$ cat config.mk
export PLATFORM = sky130hd
export DESIGN_NAME = sse_accumulator
export DESIGN_NICKNAME = d
export VERILOG_FILES = /design/src/rtl/sse_accumulator.sv
export SDC_FILE = /design/constraint.sdc
export NUM_CORES = 1
export LEC_CHECK = 0
export ABC_AREA = 1
export CAP_MARGIN = 40
export CORE_ASPECT_RATIO = 0.6
export CORE_MARGIN = 2
export CORE_UTILIZATION = 30
export DETAILED_ROUTE_END_ITERATION = 8
export SETUP_SLACK_MARGIN = 0.4
export SYNTH_ARGS = -nofsm -noshare
export SYNTH_HDL_FRONTEND = slang
export SYNTH_SLANG_ARGS = --single-unit
export TNS_END_PERCENT = 10
$ cat constraint.sdc
create_clock -name clk -period 2.8 [get_ports clk]
set_input_delay 0.42 -clock clk [delete_from_list [all_inputs] [get_ports clk]]
set_output_delay 0.42 -clock clk [all_outputs]
set_load 0.005 [all_outputs]
$ cat src/rtl/sse_accumulator.sv
// Sum-of-squares accumulator: Q10.10 residuals squared into a 40-bit Q30.10 total.
// Define SSE_SATURATE_EN to clamp the total at all-ones on overflow instead of wrapping.
module sse_accumulator (
    input  logic        clk,
    input  logic        reset,
    input  logic        start,
    input  logic [15:0] n_samples,
    input  logic [19:0] ei,
    input  logic        ei_valid,
    output logic        ei_ready,
    output logic [39:0] sse,
    output logic        busy,
    output logic        done,
    output logic        ovf
);

    typedef enum logic [1:0] {S_IDLE, S_ACCUM, S_DRAIN, S_DONE} state_t;

    state_t              r_state;
    state_t              w_next;
    logic [15:0]         r_count;
    logic [39:0]         r_sq;
    logic                r_sq_vld;
    logic [39:0]         r_sse;
    logic                r_ovf;

    logic                w_accept;
    logic                w_hs;
    logic signed [39:0]  w_ei_ext;
    logic [39:0]         w_prod;
    logic [39:0]         w_sq;
    logic [40:0]         w_sum;
    logic [39:0]         w_sse_next;

    assign w_accept = (r_state == S_IDLE) && start;
    assign w_hs     = (r_state == S_ACCUM) && ei_valid;

    // Square is never negative, so a logical shift drops the 10 extra fraction bits.
    assign w_ei_ext = {{20{ei[19]}}, ei};
    assign w_prod   = w_ei_ext * w_ei_ext;
    assign w_sq     = w_prod >> 10;
    assign w_sum    = {1'b0, r_sse} + {1'b0, r_sq};

`ifdef SSE_SATURATE_EN
    assign w_sse_next = w_sum[40] ? '1 : w_sum[39:0];
`else
    assign w_sse_next = w_sum[39:0];
`endif

    always_ff @(posedge clk or negedge reset) begin
        if (!reset) r_state <= S_IDLE;
        else        r_state <= w_next;
    end

    always_comb begin
        w_next = r_state;
        unique case (r_state)
            S_IDLE:  if (start) w_next = (n_samples == 16'd0) ? S_DONE : S_ACCUM;
            S_ACCUM: if (ei_valid && (r_count == 16'd1)) w_next = S_DRAIN;
            S_DRAIN: w_next = S_DONE;
            S_DONE:  w_next = S_IDLE;
            default: w_next = S_IDLE;
        endcase
    end

    always_ff @(posedge clk or negedge reset) begin
        if (!reset) begin
            r_count  <= '0;
            r_sq     <= '0;
            r_sq_vld <= 1'b0;
            r_sse    <= '0;
            r_ovf    <= 1'b0;
        end else if (w_accept) begin
            r_count  <= n_samples;
            r_sq     <= '0;
            r_sq_vld <= 1'b0;
            r_sse    <= '0;
            r_ovf    <= 1'b0;
        end else begin
            r_sq_vld <= w_hs;
            if (w_hs) begin
                r_sq    <= w_sq;
                r_count <= r_count - 16'd1;
            end
            if (r_sq_vld) begin
                r_sse <= w_sse_next;
                if (w_sum[40]) r_ovf <= 1'b1;
            end
        end
    end

    always_comb begin
        ei_ready = 1'b0;
        busy     = 1'b1;
        done     = 1'b0;
        unique case (r_state)
            S_IDLE:  busy     = 1'b0;
            S_ACCUM: ei_ready = 1'b1;
            S_DRAIN: ;
            S_DONE:  done     = 1'b1;
            default: busy     = 1'b0;
        endcase
    end

    assign sse = r_sse;
    assign ovf = r_ovf;

endmodule

==> results of run 1 <==
through the flow:
stage	std cells	area [µm²]	setup WS (ps)
6_report	4000	27800	-3040
5_1_grt	4000	27800	-3190
4_1_cts	3972	27200	-2970
3_5_place_dp	3886	24900	-4360
3_3_place_gp	3886	24900	-4380
2_1_floorplan	2652	20800	-3030
routing by layer:
layer	wire length [µm]	global-route usage, %	vias to the layer above
li1	-	-	8776
met1	33000	29.9	8928
met2	25400	26.5	497
met3	4670	3.96	42
met4	592	2.45	0
met5	0	0	-
cell type report:
cell class	instances	share of cell area (%)
clock buffers	10	0.858
flip-flops and latches	90	8.09
clock inverters	6	0.229
well taps	912	4.10
multi-input cells	1817	61.3
repair buffers	478	16.1
inverters	687	9.29
sequential cells by signal (all words and copies together), names as in the netlist:
name and cells:
r_sq 30, r_count 16, sse 40, r_state 2, ovf 1, r_sq_vld 1
worst register-to-register path: cells and delay by family, from the launching register on:
kind / cells / cell delay, ps
buffers and inverters: 2 / 120
AOI/OAI and AO/OA: 3 / 620
and+or+nand+nor: 6 / 530
adders and majority gates: 2 / 530
DFF: 1 / 450
timing repair:
item,4_1_cts,5_1_grt
hold endpoints to repair,9,0
buffers inserted,58,28
pin swaps,170,135
hold buffers,1,0
resized for setup,409,152
cloned,11,0
endpoints found under the setup margin,39,39
cells by family (layout without fill, tap and decap cells):
family / Yosys count / in the layout / share of synthesized area (%)
adders and majority gates: 529 / 529 / 46.2
DFF: 90 / 90 / 11.0
and+or+nand+nor: 998 / 998 / 20.4
xor gates and xnor gates: 37 / 37 / 1.58
AOI/OAI and AO/OA: 253 / 253 / 7.17
buffers and inverters: 745 / 1181 / 13.7
layout by cell type (no fill, tap or decap), types with 8 or more instances in the layout:
master | Yosys | layout
sky130_fd_sc_hd__ha_4 | 0 | 34
sky130_fd_sc_hd__o21ai_1 | 21 | 25
sky130_fd_sc_hd__a21oi_2 | 9 | 31
sky130_fd_sc_hd__a21oi_1 | 106 | 75
sky130_fd_sc_hd__nand2_1 | 648 | 563
sky130_fd_sc_hd__dfrtp_1 | 90 | 90
sky130_fd_sc_hd__fa_2 | 0 | 39
sky130_fd_sc_hd__inv_1 | 683 | 631
sky130_fd_sc_hd__o21ai_0 | 59 | 46
sky130_fd_sc_hd__nor2_2 | 7 | 13
sky130_fd_sc_hd__buf_12 | 0 | 29
sky130_fd_sc_hd__buf_16 | 0 | 8
sky130_fd_sc_hd__clkdlybuf4s50_1 | 0 | 62
sky130_fd_sc_hd__xor2_1 | 27 | 23
sky130_fd_sc_hd__nor2_1 | 162 | 127
sky130_fd_sc_hd__a21o_1 | 8 | 8
sky130_fd_sc_hd__fa_1 | 382 | 343
sky130_fd_sc_hd__buf_6 | 0 | 28
sky130_fd_sc_hd__a21oi_4 | 0 | 9
sky130_fd_sc_hd__ha_1 | 147 | 113
sky130_fd_sc_hd__nand3_1 | 91 | 79
sky130_fd_sc_hd__nor4_1 | 9 | 8
sky130_fd_sc_hd__nand3_2 | 2 | 12
sky130_fd_sc_hd__inv_2 | 3 | 52
sky130_fd_sc_hd__nand2_2 | 18 | 70
sky130_fd_sc_hd__nand4_1 | 16 | 16
sky130_fd_sc_hd__nand2_4 | 9 | 38
sky130_fd_sc_hd__buf_4 | 2 | 337
sky130_fd_sc_hd__o211ai_1 | 8 | 8
sky130_fd_sc_hd__nor2_4 | 2 | 31
sky130_fd_sc_hd__xnor2_1 | 10 | 9
sky130_fd_sc_hd__clkbuf_16 | 0 | 10
sky130_fd_sc_hd__o21ai_2 | 3 | 8
sky130_fd_sc_hd__o21bai_1 | 11 | 10
how the worst max path moves through the flow:
stage,from,end,slack (ps),cells past startpoint
5_1_grt,ei[19],r_sq[24]$_DFFE_PN0P_,-3190,26
3_5_place_dp,ei[19],r_sq[26]$_DFFE_PN0P_,-4360,26
6_report,ei[19],r_sq[27]$_DFFE_PN0P_,-3040,25
2_1_floorplan,ei[19],r_sq[29]$_DFFE_PN0P_,-3030,25
3_3_place_gp,ei[19],r_sq[26]$_DFFE_PN0P_,-4380,26
4_1_cts,ei[12],r_sq[24]$_DFFE_PN0P_,-2970,29
==> run_results.csv, run 1 <==
group,metric,value,unit
synthesis,post_synth_most_frequent_cells,"683 x sky130_fd_sc_hd__inv_1, 648 x sky130_fd_sc_hd__nand2_1, 382 x sky130_fd_sc_hd__fa_1, 162 x sky130_fd_sc_hd__nor2_1, 147 x sky130_fd_sc_hd__ha_1",
worst_setup_path,critPathCaptureType,"flop",
worst_setup_path,cpPeakStageDelay,600,ps
timing,grt_setup_unrepaired,"yes",
drt,drt_first_pass_iters,5,
die,fp.dieArea,70700,µm²
drt,drtAntennaViolNets,0,
final_layout,final.fill_count,6780,
placement,place.gp.congestion,0.947,
global_routing,grtUsageTotal,18.9,%
worst_setup_path,required_time_of_the_worst_setup_path,3060,ps
synthesis,yosysSeqAreaShare,11.0,%
timing,timing.slew.headroom,62.6,%
worst_setup_path,setup_slack_on_the_worst_flop_to_flop_path,460,ps
timing,setup_violation_total_in_the_final_timing_report,30,
clocking,tritoncts,"built",
clocking,worst_skew_pair.late_latency,370,ps
worst_setup_path,cp_max_fanout,5,
worst_setup_path,crit-reg2reg-launch,"r_sq[0]$_DFFE_PN0P_",
drt,average_wire_length_per_cell_after_detail_routing,15.9,µm
synthesis,synth_cell_types,54,
timing,fin_worst_hold_slack,420,ps
clocking,ctsLongestPathBuffers,2,
timing,setup_slack,-3040,ps
outcome,status,"complete, but fails checks",
timing,finalMaxSlewViolations,0,
synthesis,netlist_instances,2652,
placement,port-buffer-count,83,
synthesis,post_synth.cell_area_avg,7.75,µm²
timing,max_freq,171,MHz
job,drv_cap,0,
synthesis,netlist.top_cell.by_area,"sky130_fd_sc_hd__fa_1",
clocking,h-tree-depth,3,
global_routing,grt_first_pass_wirelength,104,mm
worst_setup_path,cp_num_buf_inv,8,
worst_setup_path,critical-path-top-delay-family,"adder cells",
outcome,failed_checks,"setup timing",
clocking,cts_root_buffer,"sky130_fd_sc_hd__clkbuf_16",
timing,count_of_final_hold_check_violations,0,
global_routing,first_global_vias,18704,
drt,overall_via_count_from_detail_route,18243,
synthesis,dominantRegCellSynth,"sky130_fd_sc_hd__dfrtp_1",
synthesis,synth.top_cells.by_area,"sky130_fd_sc_hd__fa_1 37%, sky130_fd_sc_hd__inv_1 12%, sky130_fd_sc_hd__nand2_1 12%, sky130_fd_sc_hd__dfrtp_1 11%, sky130_fd_sc_hd__ha_1 9.0%",
drt,totalWireLength,63.7,mm
placement,post-dp-hpwl,51.3,mm
synthesis,ys.warnings.count,0,
hold_path,hold_path.class,"in2async",
synthesis,synth_fp_nets,3221,
die,boundaryPins,84,
final_layout,final_nets,3652,
worst_setup_path,startpoint_type_of_the_worst_setup_path,"input port",
final_layout,insertedDiodeCount,0,
final_layout,post_route_cells_drive_above_1_share,26.2,%
die,initial_utilization,30.3,%
synthesis,post-synth-top-count-cell,"sky130_fd_sc_hd__inv_1",
timing,setup_tns,-85640,ps
drt,drc,0,
synthesis,synth-edff-count,0,
synthesis,synth_area,20500,µm²
drt,via_per_inst,4.56,
synthesis,synth.ff_latch_count,90,
timing,final.min_clock_period,5840,ps
timing,fin_skew,14.3,ps
final_layout,footprint_of_the_multi_input_gates,17100,µm²
clocking,tritoncts_num_sinks,90,
worst_setup_path,worst_ep_arrival_time,6100,ps
worst_setup_path,startpoint_to_endpoint_class_of_the_critical_path,"in2reg",
synthesis,postSynth.asyncResetShare,100,%
final_layout,seqCellArea,2250,µm²
final_layout,area_delta_synth_final,35.5,%
die,row_count,74,
worst_setup_path,crit_path_frequent_cell,"sky130_fd_sc_hd__fa_1",
global_routing,overflow,0,
die,die_width,342,µm
clocking,clk_pin_slew_worst_paths,70,ps
timing,timing_worst_slew_pin_value,556,ps
timing,final_min_period_over_clock_period,208,%
final_layout,finish.utilization,41.0,%
worst_setup_path,critical_path.slowest_cell,"sky130_fd_sc_hd__fa_2",
global_routing,grt_start_max_net_pins,82,
drt,dr.first_iter.drc_count,1330,
global_routing,grt_antenna_before_repair,1,
die,floorplan.die.height,207,µm
worst_setup_path,r2r-end,"sse[30]$_DFFE_PN0P_",
synthesis,synthDominantCellAreaShare,37.2,%
worst_setup_path,r2r.worst_path.cells,13,
die,core_area,67900,µm²
clocking,numCtsBuffers,9,
Power of run 1 is not shown: default switching activity piles up to over one toggle a cycle in this logic, so the estimate is an artifact.
==> run 2: changes to the inputs <==
--- a/config.mk
+++ b/config.mk
@@ -10,8 +10,10 @@
 export CORE_ASPECT_RATIO = 0.6
 export CORE_MARGIN = 2
 export CORE_UTILIZATION = 30
+export CTS_CLUSTER_DIAMETER = 120
 export DETAILED_ROUTE_END_ITERATION = 8
 export SETUP_SLACK_MARGIN = 0.4
+export SKIP_CTS_REPAIR_TIMING = 1
 export SYNTH_ARGS = -nofsm -noshare
 export SYNTH_HDL_FRONTEND = slang
 export SYNTH_SLANG_ARGS = --single-unit
==> run 2 against run 1 <==
Critical endpoint unchanged; largest cell class unchanged; the run still ends with setup timing left; routed wire length grew 0.16%; global-route usage shrank 1.4 points; highest routed layer unchanged; non-clock buffer count shrank 30.
==> run_results.csv, run 2 (synthesis gave the netlist of run 1 again) <==
group,metric,value,unit
timing,final_min_period_over_clock_period,212,%
final_layout,seqCellArea,2250,µm²
die,row_count,74,
hold_path,hold_path.class,"in2async",
worst_setup_path,cp-startpoint,"ei[19]",
global_routing,grt_antenna_before_repair,4,
global_routing,grt_first_pass_wirelength,97.2,mm
worst_setup_path,critical-path-top-delay-family,"adder cells",
timing,grt_setup_unrepaired,"yes",
clocking,clk_pin_slew_worst_paths,70,ps
worst_setup_path,cpPeakStageDelay,570,ps
drt,totalWireLength,63.8,mm
worst_setup_path,setup_slack_on_the_worst_flop_to_flop_path,310,ps
worst_setup_path,cp_num_buf_inv,12,
worst_setup_path,startpoint_type_of_the_worst_setup_path,"input port",
timing,setup_violation_total_in_the_final_timing_report,30,
final_layout,post_route_cells_drive_above_1_share,23.2,%
die,floorplan.die.height,207,µm
clocking,ctsLongestPathBuffers,2,
final_layout,area_delta_synth_final,32.7,%
drt,via_per_inst,4.57,
clocking,h-tree-depth,3,
final_layout,layout_common_cells,"651 x sky130_fd_sc_hd__inv_1, 581 x sky130_fd_sc_hd__nand2_1, 359 x sky130_fd_sc_hd__fa_1",
clocking,tritoncts,"built",
worst_setup_path,worst_ep_arrival_time,6180,ps
die,core_area,67900,µm²
drt,average_wire_length_per_cell_after_detail_routing,16.1,µm
final_layout,insertedDiodeCount,0,
drt,dr.first_iter.drc_count,1409,
worst_setup_path,r2r-end,"sse[30]$_DFFE_PN0P_",
clocking,cts_root_buffer,"sky130_fd_sc_hd__clkbuf_16",
worst_setup_path,crit_cells,28,
final_layout,footprint_of_the_multi_input_gates,16700,µm²
die,initial_utilization,30.3,%
worst_setup_path,crit_path_frequent_cell,"sky130_fd_sc_hd__fa_1",
timing,max_freq,169,MHz
die,die_width,342,µm
outcome,status,"complete, but fails checks",
placement,place.gp.congestion,0.947,
drt,drc,0,
drt,drt_first_pass_iters,6,
clocking,numCtsBuffers,9,
global_routing,overflow,0,
placement,post-dp-hpwl,51.3,mm
global_routing,first_global_vias,17931,
placement,placement.cell_area,24900,µm²
timing,fin_skew,12.7,ps
final_layout,max_ffs_per_register,40,
worst_setup_path,required_time_of_the_worst_setup_path,3060,ps
timing,timing.slew.headroom,63.9,%
outcome,failed_checks,"setup timing",
timing,count_of_final_hold_check_violations,0,
drt,overall_via_count_from_detail_route,18135,
job,drv_cap,0,
worst_setup_path,timing.critical_path.to,"r_sq[27]$_DFFE_PN0P_",
timing,final.min_clock_period,5920,ps
timing,timing_worst_slew_pin_value,542,ps
global_routing,grt_start_max_net_pins,82,
worst_setup_path,critPathCaptureType,"flop",
worst_setup_path,critical_path.slowest_cell,"sky130_fd_sc_hd__fa_1",
final_layout,stdcell_area,27300,µm²
placement,port-buffer-count,83,
worst_setup_path,crit-reg2reg-launch,"r_sq[0]$_DFFE_PN0P_",
drt,drtAntennaViolNets,0,
final_layout,final_nets,3622,
die,boundaryPins,84,
final_layout,final.fill_count,6900,
clocking,tritoncts_num_sinks,90,
die,fp.dieArea,70700,µm²
worst_setup_path,r2r.worst_path.cells,13,
global_routing,grtUsageTotal,17.5,%
clocking,worst_skew_pair.late_latency,370,ps
timing,setup_slack,-3120,ps
timing,setup_tns,-87310,ps
final_layout,mostFrequentLayoutCell,"sky130_fd_sc_hd__inv_1",
worst_setup_path,cp_max_fanout,9,
worst_setup_path,startpoint_to_endpoint_class_of_the_critical_path,"in2reg",
timing,finalMaxSlewViolations,0,
[run 2: area by class of cell]
type                            instances  area share [%]
Clock buffer                           10           0.877
Clock inverter                          6           0.234
Multi-Input combinational cell       1817            61.4
Sequential cell                        90            8.26
Timing Repair Buffer                  448            15.5
Tap cell                              912            4.19
Inverter                              687            9.51
[run 2: per-layer routing]
metal	vias up	GRT usage [%]	part of all wire, %
met4	0	1.78	0.78
met1	8830	28.3	51
met3	45	2.75	8.2
li1	8702	-	-
met2	558	24.7	40
met5	-	0	0
[run 2: per-stage QoR]
stage | setup WS, ps | cells | util, % | hold WS (ps)
after floorplan | -3030 | 2652 | - | 124
after global placement | -4380 | 3886 | 36.7 | 277
after detailed placement | -4360 | 3886 | 36.7 | 276
after CTS | -3990 | 3902 | 37.1 | -125
after global routing | -3340 | 3970 | 40.2 | 443
final | -3120 | 3970 | 40.2 | 422
[run 2: how the worst min path moves through the flow]
stage,start,to,slack [ps],depth (start not counted)
after global placement,reset,r_state[0]$_DFFE_PN0P_,280,1
after floorplan,reset,ovf$_DFFE_PN0P_,120,0
after detailed placement,reset,r_state[1]$_DFFE_PN0P_,280,1
after global routing,reset,r_state[0]$_DFFE_PN0P_,440,2
after CTS,reset,r_state[0]$_DFFE_PN0P_,-120,1
final,reset,r_state[0]$_DFFE_PN0P_,420,2
Power of run 2 is left out for the same reason.
==> run 3: changes to the inputs <==
==> constraint.sdc (replaced) <==
create_clock -name clk -period 6.25 [get_ports clk]
set_input_delay 0.9375 -clock clk [delete_from_list [all_inputs] [get_ports clk]]
set_output_delay 0.9375 -clock clk [all_outputs]
set_load 0.005 [all_outputs]
==> run 3 against run 2 <==
Worst setup slack better by 2800 ps; first-iteration DRC count is 2.5% lower; critical path type unchanged; die area stayed put; flip-flop and latch count stayed put; clock skew is 5.9 ps higher; non-clock buffer count is 33 lower; design area is 3.6% lower; routed wire length is 4.0% lower; the flow still finishes with violations (setup timing).
==> run_results.csv, run 3 (synthesis gave the netlist of run 1 again) <==
group,metric,value,unit
timing,fin_skew,18.6,ps
final_layout,stdcell_area,26300,µm²
drt,drtAntennaViolNets,0,
final_layout,layout_common_cells,"667 x sky130_fd_sc_hd__inv_1, 607 x sky130_fd_sc_hd__nand2_1, 365 x sky130_fd_sc_hd__fa_1",
worst_setup_path,crit_path_frequent_cell,"sky130_fd_sc_hd__fa_1",
worst_setup_path,critPathCaptureType,"flop",
worst_setup_path,cpPeakStageDelay,650,ps
global_routing,grtUsageTotal,17.3,%
die,die_width,342,µm
hold_path,hold_path.class,"in2async",
die,core_area,67900,µm²
timing,fin_worst_hold_slack,416,ps
clocking,clk_pin_slew_worst_paths,80,ps
final_layout,final_nets,3589,
final_layout,final.fill_count,6973,
worst_setup_path,setup_slack_on_the_worst_flop_to_flop_path,3070,ps
timing,count_of_final_hold_check_violations,0,
timing,setup_violation_total_in_the_final_timing_report,24,
outcome,status,"complete, but fails checks",
clocking,tritoncts,"built",
final_layout,mostFrequentLayoutCell,"sky130_fd_sc_hd__inv_1",
worst_setup_path,critical_path.slowest_cell,"sky130_fd_sc_hd__fa_2",
final_layout,seqCellArea,2250,µm²
worst_setup_path,required_time_of_the_worst_setup_path,6520,ps
timing,finalMaxSlewViolations,0,
clocking,cts_root_buffer,"sky130_fd_sc_hd__clkbuf_16",
timing,final_min_period_over_clock_period,104,%
timing,setup_slack,-278,ps
worst_setup_path,crit_cells,26,
timing,final.min_clock_period,6530,ps
global_routing,grt_antenna_before_repair,0,
worst_setup_path,cp_num_buf_inv,8,
clocking,h-tree-depth,3,
worst_setup_path,r2r.worst_path.cells,9,
final_layout,finish.utilization,38.7,%
job,drv_cap,0,
worst_setup_path,cp_max_fanout,8,
final_layout,area_delta_synth_final,27.9,%
final_layout,footprint_of_the_multi_input_gates,16200,µm²
worst_setup_path,critical-path-top-delay-family,"adder cells",
placement,port-buffer-count,83,
outcome,failed_checks,"setup timing",
global_routing,grt_first_pass_wirelength,97.0,mm
drt,drt_first_pass_iters,5,
clocking,tritoncts_num_sinks,90,
timing,timing.slew.headroom,44.1,%
worst_setup_path,worst_ep_arrival_time,6790,ps
placement,placement.cell_area,24800,µm²
global_routing,overflow,0,
drt,overall_via_count_from_detail_route,17742,
drt,dr.first_iter.drc_count,1374,
die,row_count,74,
global_routing,first_global_vias,17972,
placement,post-dp-hpwl,50.8,mm
final_layout,max_ffs_per_register,40,
placement,placement.setup.worst_slack,-1460,ps
die,boundaryPins,84,
die,initial_utilization,30.3,%
worst_setup_path,startpoint_type_of_the_worst_setup_path,"input port",
clocking,ctsLongestPathBuffers,2,
drt,average_wire_length_per_cell_after_detail_routing,15.6,µm
timing,max_freq,153,MHz
die,fp.dieArea,70700,µm²
final_layout,post_route_cells_drive_above_1_share,19.2,%
drt,via_per_inst,4.51,
worst_setup_path,startpoint_to_endpoint_class_of_the_critical_path,"in2reg",
drt,drc,0,
clocking,numCtsBuffers,9,
die,floorplan.die.height,207,µm
timing,timing_worst_slew_pin_value,836,ps
placement,place.gp.congestion,0.950,
timing,grt_setup_unrepaired,"yes",
global_routing,grt_start_max_net_pins,45,
clocking,worst_skew_pair.late_latency,370,ps
drt,totalWireLength,61.3,mm
[run 3: cell types whose count changed in the layout (fill, tap and decap cells not counted), moves of 11 or more]
cell,delta
sky130_fd_sc_hd__nand3_1,+11
sky130_fd_sc_hd__inv_2,-15
sky130_fd_sc_hd__buf_12,-14
sky130_fd_sc_hd__nand2_4,-16
sky130_fd_sc_hd__nor2_4,-12
sky130_fd_sc_hd__inv_1,+16
sky130_fd_sc_hd__buf_4,-25
sky130_fd_sc_hd__nand2_1,+26
sky130_fd_sc_hd__a21oi_1,+13
[run 3: worst register-to-register path, delay by kind of cell (launching register included)]
family	cells	cell delay, ps
fa+ha+maj	1	200
buf+inv	3	810
flops	1	410
simple gates	5	1670
[run 3: path summary, 6_finish.rpt]
kind / startpoint / to
setup / recovery: ei[4] / r_sq[29]$_DFFE_PN0P_
min in group clk: r_sq[17]$_DFFE_PN0P_ / r_sq[17]$_DFFE_PN0P_
max in group asynchronous: reset / r_sq[4]$_DFFE_PN0P_
hold reg to reg: r_sq[17]$_DFFE_PN0P_ / r_sq[17]$_DFFE_PN0P_
hold / removal: reset / r_state[0]$_DFFE_PN0P_
setup reg to reg: r_state[1]$_DFFE_PN0P_ / sse[37]$_DFFE_PN0P_
[run 3: cell type report]
type | instances | area share (%)
clock inverters | 4 | 0.129
multi-input cells | 1817 | 61.6
well taps | 912 | 4.34
clock buffers | 12 | 0.976
flip-flops and latches | 90 | 8.57
diodes | 1 | 0.00952
repair buffers | 415 | 14.6
inverters | 687 | 9.84
[run 3: routing by layer]
layer  wire length [µm]  GRT usage (%)  vias up
met2              24200           25.2      510
met5                  0              0        -
met4                242           1.35        0
li1                   -              -     8638
met3               5070           2.71       22
met1              31700           27.6     8572
[run 3: stage by stage]
step	std cells	TNS, ps
after floorplan	2652	-1210
after global placement	3862	-30230
after detailed placement	3865	-29790
after CTS	3881	-18860
after global routing	3937	-9280
final	3938	-2800
Power of run 3 is left out for the same reason.
